--- config.mk ---
export PLATFORM = sky130hd
export DESIGN_NAME = instr_sequencer_flat
export DESIGN_NICKNAME = d
export VERILOG_FILES = /design/src/rtl/instr_sequencer_pkg.sv /design/src/rtl/instr_sequencer_if.sv /design/src/rtl/instr_sequencer_seq_alu.sv /design/src/rtl/instr_sequencer.sv /design/src/flat_wrapper.sv
export SDC_FILE = /design/constraint.sdc
export NUM_CORES = 1
export LEC_CHECK = 0
export CAP_MARGIN = 20
export CELL_PAD_IN_SITES_DETAIL_PLACEMENT = 1
export CELL_PAD_IN_SITES_GLOBAL_PLACEMENT = 1
export CORE_ASPECT_RATIO = 0.6
export CORE_MARGIN = 2
export CORE_UTILIZATION = 40
export DETAILED_ROUTE_END_ITERATION = 10
export PLACE_DENSITY_LB_ADDON = 0.08
export SYNTH_ARGS = -nofsm -noshare
export SYNTH_HDL_FRONTEND = slang
export SYNTH_SLANG_ARGS = --single-unit
--- constraint.sdc ---
create_clock -name clk -period 4.1 [get_ports clk]
set_input_delay 1.23 -clock clk [delete_from_list [all_inputs] [get_ports clk]]
set_output_delay 1.23 -clock clk [all_outputs]
set_load 0.02 [all_outputs]
--- src/rtl/instr_sequencer_pkg.sv ---
// isa_pkg: opcodes, sequencer states, ram register map and instruction field layout.
package isa_pkg;

    typedef enum logic [3:0] {
        OP_NOP    = 4'h0,
        OP_MOVWF  = 4'h1,
        OP_MOVF   = 4'h2,
        OP_ADDWF  = 4'h3,
        OP_SUBWF  = 4'h4,
        OP_ANDWF  = 4'h5,
        OP_IORWF  = 4'h6,
        OP_XORWF  = 4'h7,
        OP_MOVLW  = 4'h8,
        OP_ADDLW  = 4'h9,
        OP_GOTO   = 4'hA,
        OP_CALL   = 4'hB,
        OP_RETURN = 4'hC,
        OP_SKPZ   = 4'hD,
        OP_SKPC   = 4'hE,
        OP_HALT   = 4'hF
    } opcode_e;

    typedef enum logic [2:0] {
        S_FETCH,
        S_DECODE,
        S_READ,
        S_EXEC,
        S_WB,
        S_HALT
    } state_e;

    typedef enum logic [10:0] {
        REG_W    = 11'h200,
        REG_C    = 11'h201,
        REG_Z    = 11'h202,
        REG_INDF = 11'h203,
        REG_FSR  = 11'h204
    } ram_reg_e;

    localparam int OPC_LSB = 12;
    localparam int D_BIT   = 11;
    localparam int F_W     = 11;

    function automatic logic sets_c(opcode_e op);
        return op inside {OP_ADDWF, OP_SUBWF, OP_ADDLW};
    endfunction

    function automatic logic sets_z(opcode_e op);
        return op inside {OP_ADDWF, OP_SUBWF, OP_ADDLW, OP_MOVF,
                          OP_ANDWF, OP_IORWF, OP_XORWF};
    endfunction

    function automatic logic is_f_op(opcode_e op);
        return op inside {OP_MOVF, OP_ADDWF, OP_SUBWF,
                          OP_ANDWF, OP_IORWF, OP_XORWF};
    endfunction

endpackage

--- src/rtl/instr_sequencer_if.sv ---
// instr_sequencer_if: sequencer <-> data ram / W register bus.
interface instr_sequencer_if;
    logic [10:0] mem_addr;
    logic [15:0] mem_wdata;
    logic        mem_write_enable;
    logic [15:0] mem_rdata;
    logic [15:0] wreg_wdata;
    logic        wreg_we;
    logic [15:0] wreg;
    logic        carry_cur;
    logic        zero_cur;
    logic        carry_next;
    logic        zero_next;

    modport master (
        output mem_addr, mem_wdata, mem_write_enable,
        output wreg_wdata, wreg_we, carry_next, zero_next,
        input  mem_rdata, wreg, carry_cur, zero_cur
    );

    modport slave (
        input  mem_addr, mem_wdata, mem_write_enable,
        input  wreg_wdata, wreg_we, carry_next, zero_next,
        output mem_rdata, wreg, carry_cur, zero_cur
    );
endinterface

--- src/rtl/instr_sequencer_seq_alu.sv ---
// seq_alu: combinational 16-bit datapath producing result, carry and zero.
module seq_alu
    import isa_pkg::*;
(
    input  opcode_e     op,
    input  logic [15:0] f,
    input  logic [15:0] w,
    input  logic [15:0] k,
    output logic [15:0] result,
    output logic        carry,
    output logic        zero
);

    logic [16:0] sum;

    always_comb begin
        sum    = '0;
        result = '0;
        carry  = 1'b0;
        case (op)
            OP_MOVWF: result = w;
            OP_MOVF:  result = f;
            OP_ADDWF: begin
                sum    = {1'b0, f} + {1'b0, w};
                result = sum[15:0];
                carry  = sum[16];
            end
            OP_SUBWF: begin
                result = f - w;
                carry  = (f >= w);
            end
            OP_ANDWF: result = f & w;
            OP_IORWF: result = f | w;
            OP_XORWF: result = f ^ w;
            OP_MOVLW: result = k;
            OP_ADDLW: begin
                sum    = {1'b0, w} + {1'b0, k};
                result = sum[15:0];
                carry  = sum[16];
            end
            default:  result = '0;
        endcase
    end

    assign zero = (result == '0);

endmodule

--- src/rtl/instr_sequencer.sv ---
// instr_sequencer: fixed 5-cycle fetch/decode/read/exec/wb sequencer driving the data ram.
// Define CALL_STACK_EN to build the CALL/RETURN return stack.
module instr_sequencer
    import isa_pkg::*;
#(
    parameter int PC_W        = 11,
    parameter int STACK_DEPTH = 8
) (
    input  logic              clk,
    input  logic              reset,
    output logic [PC_W-1:0]   prog_addr,
    input  logic [15:0]       prog_data,
    instr_sequencer_if.master bus,
    output logic              halted,
    output logic              stack_err
);

    state_e          state_q, state_d;
    logic [PC_W-1:0] pc_q, pc_d, pc_inc, pc_nxt;
    logic [15:0]     ir_q, res_q, alu_res;
    logic            c_q, z_q, alu_c, alu_z;
    opcode_e         op;
    logic            d_f, in_wb, wr_f, wr_w, flag_hit;
    logic [F_W-1:0]  fld;

    assign op     = opcode_e'(ir_q[OPC_LSB +: 4]);
    assign d_f    = ir_q[D_BIT];
    assign fld    = ir_q[F_W-1:0];
    assign in_wb  = (state_q == S_WB);
    assign pc_inc = pc_q + 1'b1;

    seq_alu u_alu (
        .op     (op),
        .f      (bus.mem_rdata),
        .w      (bus.wreg),
        .k      (16'(fld)),
        .result (alu_res),
        .carry  (alu_c),
        .zero   (alu_z)
    );

    assign wr_f     = (op == OP_MOVWF) || (is_f_op(op) && d_f);
    assign wr_w     = (op inside {OP_MOVLW, OP_ADDLW}) || (is_f_op(op) && !d_f);
    // A direct write to the C/Z cells must not be overridden by the flag path.
    assign flag_hit = wr_f && (fld == REG_C || fld == REG_Z);

    assign prog_addr            = pc_q;
    assign bus.mem_addr         = fld;
    assign bus.mem_wdata        = res_q;
    assign bus.wreg_wdata       = res_q;
    assign bus.mem_write_enable = in_wb && wr_f;
    assign bus.wreg_we          = in_wb && wr_w;
    assign bus.carry_next = (in_wb && sets_c(op) && !flag_hit) ? c_q : bus.carry_cur;
    assign bus.zero_next  = (in_wb && sets_z(op) && !flag_hit) ? z_q : bus.zero_cur;
    assign halted = (state_q == S_HALT) || (in_wb && op == OP_HALT);

`ifdef CALL_STACK_EN
    localparam int SP_W = (STACK_DEPTH > 1) ? $clog2(STACK_DEPTH) : 1;

    logic [PC_W-1:0] stack_q [STACK_DEPTH];
    logic [SP_W-1:0] sp_q;
    logic [SP_W:0]   cnt_q;
    logic            err_q, push, pop;

    assign push      = in_wb && (op == OP_CALL);
    assign pop       = in_wb && (op == OP_RETURN);
    assign stack_err = err_q;

    always_ff @(posedge clk) begin
        if (push) stack_q[sp_q] <= pc_inc;
    end

    // Circular buffer: a push when full overwrites the oldest entry.
    always_ff @(posedge clk or posedge reset) begin
        if (reset) begin
            sp_q  <= '0;
            cnt_q <= '0;
            err_q <= 1'b0;
        end else if (push) begin
            sp_q <= sp_q + 1'b1;
            if (cnt_q == (SP_W+1)'(STACK_DEPTH)) err_q <= 1'b1;
            else cnt_q <= cnt_q + 1'b1;
        end else if (pop) begin
            if (cnt_q == '0) begin
                err_q <= 1'b1;
            end else begin
                sp_q  <= sp_q - 1'b1;
                cnt_q <= cnt_q - 1'b1;
            end
        end
    end
`else
    logic unused_cfg;
    assign unused_cfg = (STACK_DEPTH > 0);
    assign stack_err  = 1'b0;
`endif

    always_comb begin
        pc_nxt = pc_inc;
        unique case (1'b1)
            op == OP_GOTO: pc_nxt = PC_W'(fld);
            op == OP_SKPZ: pc_nxt = pc_q + PC_W'(bus.zero_cur ? 2 : 1);
            op == OP_SKPC: pc_nxt = pc_q + PC_W'(bus.carry_cur ? 2 : 1);
`ifdef CALL_STACK_EN
            op == OP_CALL:   pc_nxt = PC_W'(fld);
            op == OP_RETURN: pc_nxt = (cnt_q == '0) ? '0 : stack_q[sp_q - 1'b1];
`endif
            default: pc_nxt = pc_inc;
        endcase
    end

    always_comb begin
        state_d = state_q;
        pc_d    = pc_q;
        case (state_q)
            S_FETCH:  state_d = S_DECODE;
            S_DECODE: state_d = S_READ;
            S_READ:   state_d = S_EXEC;
            S_EXEC:   state_d = S_WB;
            S_WB: begin
                if (op == OP_HALT) begin
                    state_d = S_HALT;
                end else begin
                    state_d = S_FETCH;
                    pc_d    = pc_nxt;
                end
            end
            S_HALT:   state_d = S_HALT;
            default:  state_d = S_FETCH;
        endcase
    end

    always_ff @(posedge clk or posedge reset) begin
        if (reset) begin
            state_q <= S_FETCH;
            pc_q    <= '0;
            ir_q    <= '0;
            res_q   <= '0;
            c_q     <= 1'b0;
            z_q     <= 1'b0;
        end else begin
            state_q <= state_d;
            pc_q    <= pc_d;
            if (state_q == S_DECODE) ir_q <= prog_data;
            if (state_q == S_EXEC) begin
                res_q <= alu_res;
                c_q   <= alu_c;
                z_q   <= alu_z;
            end
        end
    end

endmodule
--- src/flat_wrapper.sv ---
// flat-port wrapper written by rule: the top's interface ports become plain ports
module instr_sequencer_flat import isa_pkg::*;
#(
    parameter int PC_W        = 11,
    parameter int STACK_DEPTH = 8
)
  (clk, reset, prog_addr, prog_data, halted, stack_err, bus_mem_addr, bus_mem_wdata, bus_mem_write_enable, bus_wreg_wdata, bus_wreg_we, bus_carry_next, bus_zero_next, bus_mem_rdata, bus_wreg, bus_carry_cur, bus_zero_cur);
  instr_sequencer_if bus_i ();
  input  logic clk;
  input  logic reset;
  output logic [PC_W-1:0] prog_addr;
  input  logic [15:0] prog_data;
  output logic halted;
  output logic stack_err;
  output wire logic [$bits(bus_i.mem_addr)-1:0] bus_mem_addr;
  output wire logic [$bits(bus_i.mem_wdata)-1:0] bus_mem_wdata;
  output wire logic [$bits(bus_i.mem_write_enable)-1:0] bus_mem_write_enable;
  output wire logic [$bits(bus_i.wreg_wdata)-1:0] bus_wreg_wdata;
  output wire logic [$bits(bus_i.wreg_we)-1:0] bus_wreg_we;
  output wire logic [$bits(bus_i.carry_next)-1:0] bus_carry_next;
  output wire logic [$bits(bus_i.zero_next)-1:0] bus_zero_next;
  input wire logic [$bits(bus_i.mem_rdata)-1:0] bus_mem_rdata;
  input wire logic [$bits(bus_i.wreg)-1:0] bus_wreg;
  input wire logic [$bits(bus_i.carry_cur)-1:0] bus_carry_cur;
  input wire logic [$bits(bus_i.zero_cur)-1:0] bus_zero_cur;
  assign bus_mem_addr = bus_i.mem_addr;
  assign bus_mem_wdata = bus_i.mem_wdata;
  assign bus_mem_write_enable = bus_i.mem_write_enable;
  assign bus_wreg_wdata = bus_i.wreg_wdata;
  assign bus_wreg_we = bus_i.wreg_we;
  assign bus_carry_next = bus_i.carry_next;
  assign bus_zero_next = bus_i.zero_next;
  assign bus_i.mem_rdata = bus_mem_rdata;
  assign bus_i.wreg = bus_wreg;
  assign bus_i.carry_cur = bus_carry_cur;
  assign bus_i.zero_cur = bus_zero_cur;
  instr_sequencer #(.PC_W(PC_W), .STACK_DEPTH(STACK_DEPTH)) u_core (.clk(clk), .reset(reset), .prog_addr(prog_addr), .prog_data(prog_data), .bus(bus_i), .halted(halted), .stack_err(stack_err));
endmodule
==> results of run 1 <==
==> cell type report <==
| class | count | area, um2 | area share |
|---|---|---|---|
| inverters | 57 | 214 | 0.0237 |
| repair buffers | 292 | 2510 | 0.279 |
| flip-flops and latches | 48 | 1200 | 0.133 |
| clock inverters | 2 | 13.8 | 0.00153 |
| clock buffers | 6 | 139 | 0.0154 |
| well taps | 203 | 254 | 0.0282 |
| multi-input cells | 593 | 4680 | 0.519 |
==> critical path: stages <==
cell,delay [ns]
clkdlybuf4s50_1,0.49
inv_2,0.06
buf_4,0.13
ha_1,0.20
buf_4,0.16
nor2_1,0.13
a221o_1,0.25
buf_4,0.15
a21oi_1,0.07
a311o_1,0.31
a211oi_2,0.32
nand4_1,0.16
nor2_1,0.17
nand4_1,0.12
o41ai_2,0.29
==> cell usage after synthesis (13+ instances only) <==
| cell type | number | area, um2 |
|---|---|---|
| ha_1 | 64 | 801 |
| clkbuf_1 | 18 | 67.6 |
| a21oi_1 | 49 | 245 |
| nor3_1 | 17 | 85.1 |
| nor2b_1 | 14 | 87.6 |
| dfrtp_1 | 48 | 1200 |
| nand3_1 | 16 | 80.1 |
| o21ai_0 | 38 | 190 |
| nor2_1 | 57 | 214 |
| xnor2_1 | 13 | 114 |
| inv_1 | 57 | 214 |
| mux2_2 | 20 | 225 |
| buf_2 | 20 | 100 |
| nand2_1 | 61 | 229 |
| buf_4 | 32 | 240 |
==> timing repair <==
item                       CTS  global route
gates resized for setup     11            53
hold buffers                 0             0
pin swaps                    8            31
setup buffers                2             7
setup endpoints to repair    4             6
==> metal layers <==
layer / up-vias / part of all wire / wire (um) / GRT usage
li1: 3258 / - / - / -
met1: 3668 / 0.47 / 13700 / 0.504
met2: 342 / 0.42 / 12100 / 0.509
met3: 52 / 0.093 / 2690 / 0.0839
met4: 0 / 0.019 / 566 / 0.0756
met5: - / 0 / 0 / 0
==> metrics by stage <==
step | instances | setup WS [ns] | TNS [ns] | utilization
global route | 1201 | -0.0667 | -0.101 | 0.592
detailed placement | 1182 | -0.484 | -2.26 | 0.554
CTS | 1192 | 0.00931 | 0 | 0.568
global placement | 1182 | -0.455 | -1.50 | 0.554
floorplan | 771 | 0.461 | 0 | -
finish | 1201 | 0.0650 | 0 | 0.592
==> worst paths after layout <==
path                                 start  cells after the start  slack [ns]                       to
min                             u_core.z_q                      2        0.51               u_core.z_q
min in group asynchronous            reset                      2        1.22  u_core.bus.mem_wdata[8]
min reg2reg                     u_core.z_q                      2        0.51               u_core.z_q
max in group asynchronous            reset                      3        2.37           u_core.ir_q[4]
max                            bus_wreg[3]                     15        0.06               u_core.z_q
max reg2reg                u_core.ir_q[13]                     14        0.64     u_core.prog_addr[10]
==> state kept, by name (all words and copies together), names as in the netlist <==
register and cells:
u_core.prog_addr 11, u_core.ir_q 16, u_core.state_q 3, u_core.bus.mem_wdata 16, u_core.c_q 1, u_core.z_q 1
==> cell families after synthesis <==
group / synth area share
other: 0.000606
adder cells (fa/ha/maj): 0.142
buffers and inverters: 0.104
flip-flops: 0.194
AND/OR/NAND/NOR: 0.199
multiplexers: 0.0477
AO/OA/AOI/OAI: 0.284
XOR/XNOR: 0.0283
==> where the power goes <==
group / switching [mW] / internal (mW) / leakage (nW) / total [mW]
sequential: 0.261 / 0.691 / 0.590 / 0.952
clock: 0.198 / 0.245 / 0.0772 / 0.443
combinational: 2.58 / 2.03 / 3.38 / 4.62
total: 3.04 / 2.97 / 4.04 / 6.01
==> flow_summary.ini, run 1 <==
[global_route]
grt_max_degree = 49
grt_pass1_vias = 7247
antenna_found_initial = 0
grt_usage = 0.344
grt_pass1_wl_um = 42600
grt-ovfl-total = 0

[die]
start_util = 0.406
fp-row-count = 35
coreArea_mm2 = 0.0152
ios = 112
die_area_mm2 = 0.0165
fp.dieW_um = 165
die_y_um = 100

[critical_path]
startpoint_type = input port
crit_required_ns = 4.29
worst-setup-path-type = input port to flop
crit_fanout = 5
end_kind = flop
crit_arrival_ns = 4.23

[hold_path]
hold_class = flop to flop

[yosys]
syn_inst = 771
synth_area_mm2 = 0.00619
synth_fp_nets = 891
synth-seq-cells = 48
ys.flop_type = dfrtp_1
ys_seq_area_frac = 0.194
async_flop_share = 1.00
synth_edf_count = 0
avgSynthCellArea_um2 = 8.03
ys.warnings.count = 0
synth.distinct_cells = 86

[route]
drc = 0
wl_per_cell_um = 24.2
antenna_left = 0
drt_wl_total_um = 29100
first_pass_iters = 5
drt_iter0_drc = 619
route.vias.total = 7320
vias_per_cell = 6.09

[timing]
fmax_ghz = 0.248
worst_pin_slew_ns = 1.07
hold-worst-slack_ns = 0.509
fin_crit_sh = 0.984
skew_ns = 0.0131
setup_viol = 0
max_slew_margin = 0.283
hold_viol = 0
min_period_ns = 4.04
slew_violations = 0

[clock_tree]
max-clock-path-buffers = 2
root_buffer = clkbuf_16
clk_latency_ns = 0.30
cts_buffers = 5
clk_pin_slew_ns = 0.07
clkSinkCount = 48
h-tree-depth = 2
cts_tree = done

[power]
leakagePower_nw = 4.04
powerDensity_mw_per_mm2 = 666
ir_drop_v = 0.000371
finalPower_mw = 6.01

[layout]
final_common_cell = buf_4
drive_above_1_share = 0.279
final_cell_mix = 177 x buf_4, 103 x clkdlybuf4s50_1, 59 x nand2_1
antenna_cells = 0
syn_to_final_growth_pct = 45.7
fillCellCount = 1815
final_area_mm2 = 0.00902
final_nets = 1117

[placed_design]
place_area_mm2 = 0.00844
portBuffers = 110
gp_congestion = 0.989
hpwl_um = 22700

[run_status]
outcome = complete, no violations

[flow_run]
maxCapViolations = 0
No activity file was read; power rests on OpenSTA's default activity.
==> run 2: changes to the inputs <==
Settings changed: CORE_UTILIZATION 40 to 43.
Clock period 4.1 ns to 5.1 ns, I/O delays scaled along.
==> run 2 against run 1 <==
  * Worst hold slack better by 0.0064 ns
  * Register-to-register slack better by 0.61 ns
  * Critical path depth is 3 lower
  * Setup slack better by 0.20 ns
  * Cell count is 13% lower
  * Sequential share of layout area is 2.5 points higher
  * Global-route usage is 0.67 points lower
  * Clock skew is 0.0081 ns lower
  * Count of clock-buffer cells in the layout stayed put
  * Die area is 6.8% lower
  * Design area is 16% lower
==> flow_summary.ini, run 2 (same netlist as run 1, synthesis figures left out) <==
[run_status]
outcome = complete, no violations

[route]
route.vias.total = 6740
drc = 0
drt_iter0_drc = 638
antenna_left = 0
first_pass_iters = 5
wl_per_cell_um = 25.3
drt_wl_total_um = 26300
vias_per_cell = 6.46

[placed_design]
portBuffers = 110
hpwl_um = 20100
place_ws_ns = 0.0367
dp_cells = 1034
gp_congestion = 0.963

[timing]
max_slew_margin = 0.196
rsz0062_at_grt = false
hold_viol = 0
fin_crit_sh = 0.948
worst_slack_ns = 0.268
setup-tns-final_ns = 0
worst_pin_slew_ns = 1.20
slew_violations = 0
fmax_ghz = 0.207
skew_ns = 0.00502
setup_viol = 0
min_period_ns = 4.83

[power]
p_switching_mw = 2.23
leakagePower_nw = 3.22
p_sw_frac = 0.531
powerDensity_mw_per_mm2 = 554
pwr-share-seq = 0.203
finalPower_mw = 4.19
ir_drop_v = 0.000324
p_clk_frac = 0.085
pwr-share-comb = 0.712
internal_power_mw = 1.97

[critical_path]
startpoint_type = input port
worst-setup-path-type = input port to flop
crit_arrival_ns = 5.03
crit_required_ns = 5.29
crit_fanout = 5
end_kind = flop

[clock_tree]
cts_buffers = 5
cts_hold_buf = 0
cts_resized = 0
h-tree-depth = 2
clk_pin_slew_ns = 0.07
post_cts_buffers = 0
clkSinkCount = 48
root_buffer = clkbuf_16
clk_latency_ns = 0.30
max-clock-path-buffers = 2
cts_tree = done

[die]
fp-row-count = 33
coreArea_mm2 = 0.0139
fp.dieW_um = 159
die_y_um = 96.9
start_util = 0.446
ios = 112
die_area_mm2 = 0.0154

[layout]
final_nets = 970
fillCellCount = 1690
final_common_cell = clkdlybuf4s50_1
drive_above_1_share = 0.105
finalNonFillerCells = 1043
antenna_cells = 0
multi_input_area_mm2 = 0.00439
final_cell_mix = 110 x clkdlybuf4s50_1, 64 x ha_1, 61 x nand2_1
final-seq-area_mm2 = 0.00120
syn_to_final_growth_pct = 22.4

[global_route]
grt_max_degree = 49
grt_pass1_vias = 6820
grt_pass1_wl_um = 40500
grt-ovfl-total = 0
antenna_found_initial = 0
grt_usage = 0.337

[hold_path]
hold_class = flop to flop

[flow_run]
maxCapViolations = 0
run 2: worst paths after layout:
path	startpoint	to	slack (ns)	cells after the start
worst min register to register	u_core.bus.mem_wdata[4]	u_core.bus.mem_wdata[4]	0.51	2
min in group asynchronous	reset	u_core.bus.mem_wdata[7]	1.46	2
worst max register to register	u_core.ir_q[12]	u_core.z_q	1.25	9
worst min-delay path	u_core.bus.mem_wdata[4]	u_core.bus.mem_wdata[4]	0.51	2
worst max-delay path	bus_wreg[0]	u_core.z_q	0.27	12
max in group asynchronous	reset	u_core.prog_addr[2]	3.16	3
run 2: per-layer routing:
layer | track usage | share of wire | vias up
li1 | - | - | 2959
met1 | 0.490 | 0.46 | 3326
met2 | 0.489 | 0.40 | 394
met3 | 0.0935 | 0.11 | 61
met4 | 0.0874 | 0.029 | 0
met5 | 0 | 0 | -
run 2: area by class of cell:
cell class / instances / share of cell area
clock inverter: 2 / 0.00198
tap: 192 / 0.0317
clock buffer: 6 / 0.0183
inverter: 57 / 0.0283
multi-input combinational: 593 / 0.579
timing repair buffer: 145 / 0.182
sequential: 48 / 0.159
run 2: worst max-delay path: stages:
cell and delay, ns:
clkdlybuf4s50_1 0.50, ha_1 0.30, fa_1 0.45, a211o_1 0.32, a21oi_1 0.18, o21bai_1 0.13, a21o_1 0.19, a21oi_1 0.17
xnor2_1 0.11, a2111oi_2 0.72, nand3_1 0.19, o41ai_2 0.24
run 2: through the flow:
stage          hold WS, ns  utilization  cell area, um2
5_1_grt              0.530        0.546            7570
3_3_place_gp         0.482        0.533            7400
2_1_floorplan        0.444            -            6190
4_1_cts              0.525        0.544            7550
6_report             0.515        0.546            7570
3_5_place_dp         0.506        0.533            7400
run 2: power groups by stage:
stage	Sequential (mW)	Clock [mW]	Combinational (mW)
after CTS	0.846	0.361	2.90
after global routing	0.881	0.373	3.14
after detailed placement	0.849	0	2.88
after floorplan	0.817	0	1.78
final	0.850	0.356	2.99
after global placement	0.835	0	2.81
